File: src/rtl/alarm_ringer.sv
// ---------------------------------------------------------------------------
// alarm_ringer
//   Turns the level "clock time == alarm time" match into a timed, pulsing
//   buzzer drive. Ringing lasts RING_SECS sec ticks, and the buzzer is on for
//   one second and off for the next. The user can stop the alarm, disarm it,
//   or snooze it. A snooze lasts SNOOZE_SECS sec ticks and then rings again.
//   The 1 Hz sec tick is the only timebase. The buttons arrive already
//   debounced as levels, and only their rising edges act.
//
// Optional feature macro: ALARM_SNOOZE_EN
//   defined   : the snooze button moves RING into SNOOZE.
//   undefined : the snooze port is ignored, SNOOZE is never entered, and
//               snoozed is tied low.
//
// Ports
//   ck       in  1  system clock
//   reset    in  1  synchronous, active-high reset
//   sec      in  1  one-cycle 1 Hz tick
//   match    in  1  level: time equals alarm time
//   armed    in  1  level: alarm enable switch
//   stop     in  1  level: stop button
//   snooze   in  1  level: snooze button
//   buzz     out 1  buzzer drive, 1 s on / 1 s off while ringing
//   ringing  out 1  high while in RING
//   snoozed  out 1  high while in SNOOZE
// ---------------------------------------------------------------------------
module alarm_ringer #(
  parameter int RING_SECS   = 60,
  parameter int SNOOZE_SECS = 300
) (
  input  logic ck,
  input  logic reset,
  input  logic sec,
  input  logic match,
  input  logic armed,
  input  logic stop,
  input  logic snooze,
  output logic buzz,
  output logic ringing,
  output logic snoozed
);

  typedef enum logic [1:0] {
    IDLE   = 2'd0,
    RING   = 2'd1,
    SNOOZE = 2'd2
  } state_t;

  localparam int RW = $clog2(RING_SECS);
  localparam logic [RW-1:0] RING_LAST = RW'(RING_SECS - 1);

  state_t        state, state_n;
  logic [RW-1:0] ring_cnt, ring_cnt_n;
  logic          phase, phase_n;
  logic          match_q, stop_q;
  logic          match_rise, stop_rise, exit_req;

  // Edge detectors. The delayed copies reset high, so a level that is
  // already asserted when reset is released does not count as a press or
  // a match.
  always_ff @(posedge ck) begin
    if (reset) begin
      match_q <= 1'b1;
      stop_q  <= 1'b1;
    end else begin
      match_q <= match;
      stop_q  <= stop;
    end
  end

  assign match_rise = match & ~match_q;
  assign stop_rise  = stop & ~stop_q;
  // A stop press or a disarm beats every other event in the same cycle.
  assign exit_req   = stop_rise | ~armed;

`ifdef ALARM_SNOOZE_EN
  localparam int SW = $clog2(SNOOZE_SECS);
  localparam logic [SW-1:0] SNOOZE_LAST = SW'(SNOOZE_SECS - 1);

  logic [SW-1:0] snz_cnt, snz_cnt_n;
  logic          snooze_q, snooze_rise;

  assign snooze_rise = snooze & ~snooze_q;
`else
  logic unused_snooze;
  assign unused_snooze = snooze;
`endif

  // Next-state logic. Counters move only on sec ticks. A tick that coincides
  // with a state change is swallowed by that change, because the transitions
  // are tested before the tick.
  always_comb begin
    state_n    = state;
    ring_cnt_n = ring_cnt;
    phase_n    = phase;
`ifdef ALARM_SNOOZE_EN
    snz_cnt_n  = snz_cnt;
`endif
    case (state)
      IDLE: begin
        if (!exit_req && match_rise) begin
          state_n    = RING;
          ring_cnt_n = '0;
          phase_n    = 1'b1;
        end
      end
      RING: begin
        if (exit_req) begin
          state_n = IDLE;
          phase_n = 1'b0;
`ifdef ALARM_SNOOZE_EN
        end else if (snooze_rise) begin
          state_n   = SNOOZE;
          snz_cnt_n = '0;
          phase_n   = 1'b0;
`endif
        end else if (sec) begin
          if (ring_cnt == RING_LAST) begin
            state_n = IDLE;
            phase_n = 1'b0;
          end else begin
            ring_cnt_n = ring_cnt + RW'(1);
            phase_n    = ~phase;
          end
        end
      end
`ifdef ALARM_SNOOZE_EN
      SNOOZE: begin
        if (exit_req) begin
          state_n = IDLE;
        end else if (sec) begin
          if (snz_cnt == SNOOZE_LAST) begin
            state_n    = RING;
            ring_cnt_n = '0;
            phase_n    = 1'b1;
          end else begin
            snz_cnt_n = snz_cnt + SW'(1);
          end
        end
      end
`endif
      default: begin
        state_n = IDLE;
        phase_n = 1'b0;
      end
    endcase
  end

  // State, counters and the registered outputs. The outputs are derived
  // from the next state, so ringing and buzz appear one cycle after the
  // match edge and drop together on exit.
  always_ff @(posedge ck) begin
    if (reset) begin
      state    <= IDLE;
      ring_cnt <= '0;
      phase    <= 1'b0;
      ringing  <= 1'b0;
      buzz     <= 1'b0;
    end else begin
      state    <= state_n;
      ring_cnt <= ring_cnt_n;
      phase    <= phase_n;
      ringing  <= (state_n == RING);
      buzz     <= (state_n == RING) & phase_n;
    end
  end

`ifdef ALARM_SNOOZE_EN
  // Snooze-only registers.
  always_ff @(posedge ck) begin
    if (reset) begin
      snz_cnt  <= '0;
      snooze_q <= 1'b1;
      snoozed  <= 1'b0;
    end else begin
      snz_cnt  <= snz_cnt_n;
      snooze_q <= snooze;
      snoozed  <= (state_n == SNOOZE);
    end
  end
`else
  assign snoozed = 1'b0;
`endif

endmodule
File: config.mk
export PLATFORM = sky130hd
export DESIGN_NAME = alarm_ringer
export DESIGN_NICKNAME = d
export VERILOG_FILES = /design/src/rtl/alarm_ringer.sv
export SDC_FILE = /design/constraint.sdc
export NUM_CORES = 1
export LEC_CHECK = 0
export CAP_MARGIN = 20
export CELL_PAD_IN_SITES_DETAIL_PLACEMENT = 0
export CELL_PAD_IN_SITES_GLOBAL_PLACEMENT = 1
export CORE_ASPECT_RATIO = 1.1
export CORE_MARGIN = 5
export CORE_UTILIZATION = 37
export DETAILED_ROUTE_END_ITERATION = 6
export GPL_TIMING_DRIVEN = 0
export HOLD_SLACK_MARGIN = 0.02
export MAX_ROUTING_LAYER = met4
export PLACE_DENSITY = 0.76
export REMOVE_ABC_BUFFERS = 1
export SETUP_SLACK_MARGIN = 0.2
export SKIP_LAST_GASP = 1
export SLEW_MARGIN = 20
export SYNTH_ARGS = -nofsm -noshare
export SYNTH_HDL_FRONTEND = slang
export SYNTH_SLANG_ARGS = --single-unit
File: constraint.sdc
create_clock -name ck -period 1.8 [get_ports ck]
set_clock_uncertainty 0.1 [all_clocks]
set_input_delay 0.36 -clock ck [delete_from_list [all_inputs] [get_ports ck]]
set_output_delay 0.36 -clock ck [all_outputs]
set_load 0.01 [all_outputs]
Word-level counts from Yosys, hierarchy flattened
Cells that the tools add are included.

Output and inout bits: 3. Register bits: 13. Bits of input ports: 7.

Bitwise logic cells: 8. Equality and inequality tests: 7. Reductions and logical operators: 5. Multiplexer cells: 15. Add/sub/neg operators: 1.

Operators with widths (number): $mux W6 (4); $pmux W6 S2 (1); $mux W2 (4); $ne A2 B2 Y1 const B (4); $add A6 B1 Y6 const B (1); $eq A6 B6 Y1 const B (1); $reduce_and A5 Y1 (1); $eq A2 B1 Y1 const B (2); $mux W1 (4); $not A1 Y1 (4); $pmux W2 S2 (1); $and A1 B1 Y1 (3); $logic_not A2 Y1 (1); $pmux W1 S2 (1); $reduce_bool A2 Y1 (1); $logic_and A1 B1 Y1 (1); $logic_not A1 Y1 (1); $or A1 B1 Y1 (1).

Logic depth before layout (Yosys ltp)
Gate-level depths: netlist (run 1).

Word-level depth: 9. Depth in mapped cells: 5.

Worst setup path after synthesis (run 1)
Ideal clock, no wire load.

Kind: register -> register. Start: reg ring_cnt[0]. End: reg ringing. Path buffers: 0. Data required time: 1.585 ns. Slack: 0.310 ns. Clock period less this slack: 1.490 ns. Stages on the path, launching flop included: 6. Arrival time: 1.276 ns. Library setup time: 0.115 ns. Path through: dfxtp_1 > ha_1 > nand2_1 > nor3_1 > a21boi_0 > o21a_1.

Word-level cells in the longest chain between the ends: 6.

Ends and longest elaborated chain: start, declared (RTL line 53) `logic [RW-1:0] ring_cnt, ring_cnt_n;`; start signal, assigned (RTL line 161) `ring_cnt <= ring_cnt_n;`; $eq A6 B6 Y1 (RTL line 118) `if (ring_cnt == RING_LAST) begin`; $mux W2 (RTL line 118); $mux W2 (RTL line 117) `end else if (sec) begin`; $mux W2 (RTL line 108) `if (exit_req) begin`; $pmux W2 S2 (RTL line 99) `case (state)`; $eq A2 B1 Y1 (RTL line 163) `ringing <= (state_n == RING);`; end signal, assigned (RTL line 163); end, declared (RTL line 39) `output logic ringing,`.

Every way passes these cells. A chain may end at the register's enable or synchronous reset.

Final worst setup path (run 1)
Start: reg state[0]. End: reg ring_cnt[2].

Word-level cells in the longest chain between the ends: 3. Elaborated cells on any way between the ends: 9. Those cells by class: eq/ne (5); mux (1); reduce/logical (3).

Ends and longest elaborated chain: start, declared (RTL line 52) `state_t state, state_n;`; start signal, assigned (RTL line 160) `state <= state_n;`; $eq A2 B1 Y1 or $logic_not A2 Y1 (tied branches) (RTL line 99); $ne A2 B2 Y1 (no source line) or $reduce_bool A2 Y1 (tied branches); $reduce_and A5 Y1 (no source line).

Parallel ways exist; a longest one is shown, timed or not.

==> flow_metrics.py, run 1 <==
metrics = {
    "run_status": {
        "status": "finished clean",
    },
    "power": {
        "leakage_nw": 0.282,
        "p_int_mw": 0.395,
        "seq_power_share_pct": 57.3,
        "swShare_pct": 23.4,
        "p_comb_share_pct": 7.4,
        "switchingPower_mw": 0.121,
        "power_density_nw_per_um2": 654,
        "ir_drop_mv": 0.384,
        "p_clk_share_pct": 35.4,
        "finalPower_mw": 0.516,
    },
    "setup_path": {
        "end_kind": "register",
        "start_kind": "register",
        "critPathRequiredTime_ps": 1910,
        "arrival_ps": 1680,
        "path_class": "reg -> reg",
        "critPathMaxFanout": 7,
    },
    "die": {
        "core_area_um2": 1560,
        "die_area_um2": 2530,
        "row_count": 15,
        "start_util_pct": 38.6,
        "dieWidth_um": 48.4,
        "dieHeight_um": 52.3,
        "ios": 10,
    },
    "timing": {
        "fmax_ghz": 0.638,
        "hold_viol": 0,
        "setup_viol": 0,
        "post-route-min-period_ps": 1570,
        "finalCritPeriodShare_pct": 87.0,
        "rsz0062_at_grt": "no",
        "maxSlewViolCount": 0,
    },
    "routing": {
        "antenna_left": 0,
        "remaining_drc_errors": 0,
        "vias": 545,
        "vias_per_cell": 5.74,
        "routed_wl_um": 1310,
        "routedWlPerCell_um": 13.7,
        "drt_iter0_markers": 12,
        "first_pass_iters": 4,
    },
    "clock_tree": {
        "htree_num_levels": 1,
        "clockBufferDepth": 2,
        "clk_latency_ps": 270,
        "numCtsBuffers": 3,
        "cts_tree": "built",
        "clock-sinks": 13,
        "path_clk_slew_ps": 80,
        "cts_root_buffer": "clkbuf_4",
    },
    "global_routing": {
        "antenna_found_initial": 0,
        "grt_usage_pct": 11.0,
        "grt_max_degree": 9,
        "grt_pass1_wl_um": 2060,
        "grt_pass1_vias": 492,
        "gr-total-overflow": 0,
    },
    "place": {
        "placed_cell_area_um2": 688,
        "detailed_place_hpwl_um": 864,
        "place_congestion": 0.779,
        "io_buffers": 7,
    },
    "flow_run": {
        "drv_cap": 0,
    },
    "logic_synthesis": {
        "yosys_warnings": 0,
        "seq_area_frac_synth_pct": 43.3,
        "synth-seq-cells": 13,
        "ys.flop_type": "dfxtp_1",
        "async_flop_share_pct": 0,
        "synth_edf_count": 0,
        "synth_cell_types": 29,
        "synth_top_area_share_pct": 43.3,
        "syn_area_um2": 601,
        "syn_area_per_cell_um2": 9.10,
        "syn-instance-count": 66,
        "synth_top_area_cell": "dfxtp_1",
        "synthTopCellsByArea": "dfxtp_1, a21oi_1, or3_1",
    },
    "cells_and_area": {
        "fillCellCount": 155,
        "finalInstanceArea_um2": 788,
        "n_antenna_cell": 0,
        "nets": 87,
        "areaGrowthSynthToFinish_pct": 31.3,
        "drive_gt1_share_pct": 25.6,
    },
    "worst_hold_path": {
        "min_path_type": "reg -> reg",
    },
}
## Yosys cell counts (2+ instances only)
cell type,n
inv_1,4
or2_2,2
dfxtp_1,13
a31oi_1,3
o31ai_1,2
nand2_1,3
nand3_1,4
or3_1,4
o21a_1,2
nand4_1,2
or4_1,2
nor2b_1,2
o211ai_1,2
o21ai_0,2
a21oi_1,5
## registers in the layout (all words and copies together) (netlist names)
register	count
ring_cnt	6
match_q	1
phase	1
state	2
ringing	1
buzz	1
stop_q	1
## routing by layer
metal / vias to the layer above / global-route usage, % / share of wire [%]
li1: 271 / - / -
met1: 259 / 12.0 / 44
met2: 11 / 18.0 / 49
met3: 4 / 3.42 / 4.4
met4: 0 / 5.53 / 1.8
met5: - / - / 0
## layout make-up
| cell class | instances | area, µm² | area share (%) |
|---|---|---|---|
| Sequential cell | 13 | 264 | 33.5 |
| Timing Repair Buffer | 8 | 78.8 | 10.0 |
| Clock buffer | 4 | 26.3 | 3.33 |
| Multi-Input combinational cell | 49 | 383 | 48.6 |
| Inverter | 4 | 15.0 | 1.90 |
| Tap cell | 17 | 21.3 | 2.70 |
## cells by family (layout without fill, tap and decap cells)
family          count (synthesis)  in the layout  synth area share [%]
other cells                     1              2                 0.624
fa+ha+maj                       1              1                  2.08
flops                          13             13                  43.3
buf+inv                         5             16                  3.75
simple gates                   27             27                  29.6
compound gates                 19             19                  20.6
## final timing paths
| check | cells past startpoint | slack [ps] | from | endpoint |
|---|---|---|---|---|
| min | 2 | 400 | ring_cnt[5] | ring_cnt[5] |
| min reg2reg | 2 | 400 | ring_cnt[5] | ring_cnt[5] |
| max reg2reg | 4 | 230 | state[0] | ring_cnt[2] |
| max | 4 | 230 | state[0] | ring_cnt[2] |
## power by group through the flow
| stage | clock [mW] | sequential [mW] | combinational, mW |
|---|---|---|---|
| final | 0.182 | 0.295 | 0.0379 |
| after global routing | 0.203 | 0.296 | 0.0413 |
| after CTS | 0.185 | 0.295 | 0.0349 |
| after detailed placement | 0 | 0.302 | 0.0334 |
| after global placement | 0 | 0.302 | 0.0335 |
| after floorplan | 0 | 0.301 | 0.0138 |
## placed cells by master, fill, tap and decap left out, types with 3 or more instances in the layout
| master | instances |
|---|---|
| dfxtp_2 | 3 |
| dfxtp_1 | 10 |
| clkbuf_4 | 3 |
| nand2_1 | 3 |
| inv_1 | 4 |
| or3_1 | 4 |
| a21oi_1 | 4 |
| dlygate4sd2_1 | 3 |
| nand3_1 | 3 |
## through the flow
stage | cells | hold slack [ps] | setup WS, ps | utilization, % | TNS, ps
finish | 95 | 399 | 233 | 50.6 | 0
CTS | 94 | 389 | 211 | 47.6 | 0
floorplan | 66 | 329 | 310 | - | 0
global placement | 90 | 362 | -184 | 44.2 | -734
global route | 95 | 424 | 202 | 50.6 | 0
detailed placement | 90 | 375 | -217 | 44.2 | -818
## critical path, cell delays in order, from the launching register on
cell and delay, ps:
dfxtp_2 360, nor2b_4 220, nand4_4 160, or4_1 490
a21oi_1 160
## repair_timing
item	4_1_cts	5_1_grt
buffers inserted	0	1
hold buffers	0	0
pin swaps	0	1
endpoints found under the hold margin	0	0
endpoints found under the setup margin	7	9
gates resized for setup	8	11
No activity file was read; power rests on OpenSTA's default activity.
==> inputs of run 2 (changes only) <==
- SLEW_MARGIN: 20 -> 0
==> results of run 2 <==
No change in the layout: final DEF, timing and power equal those of run 1.
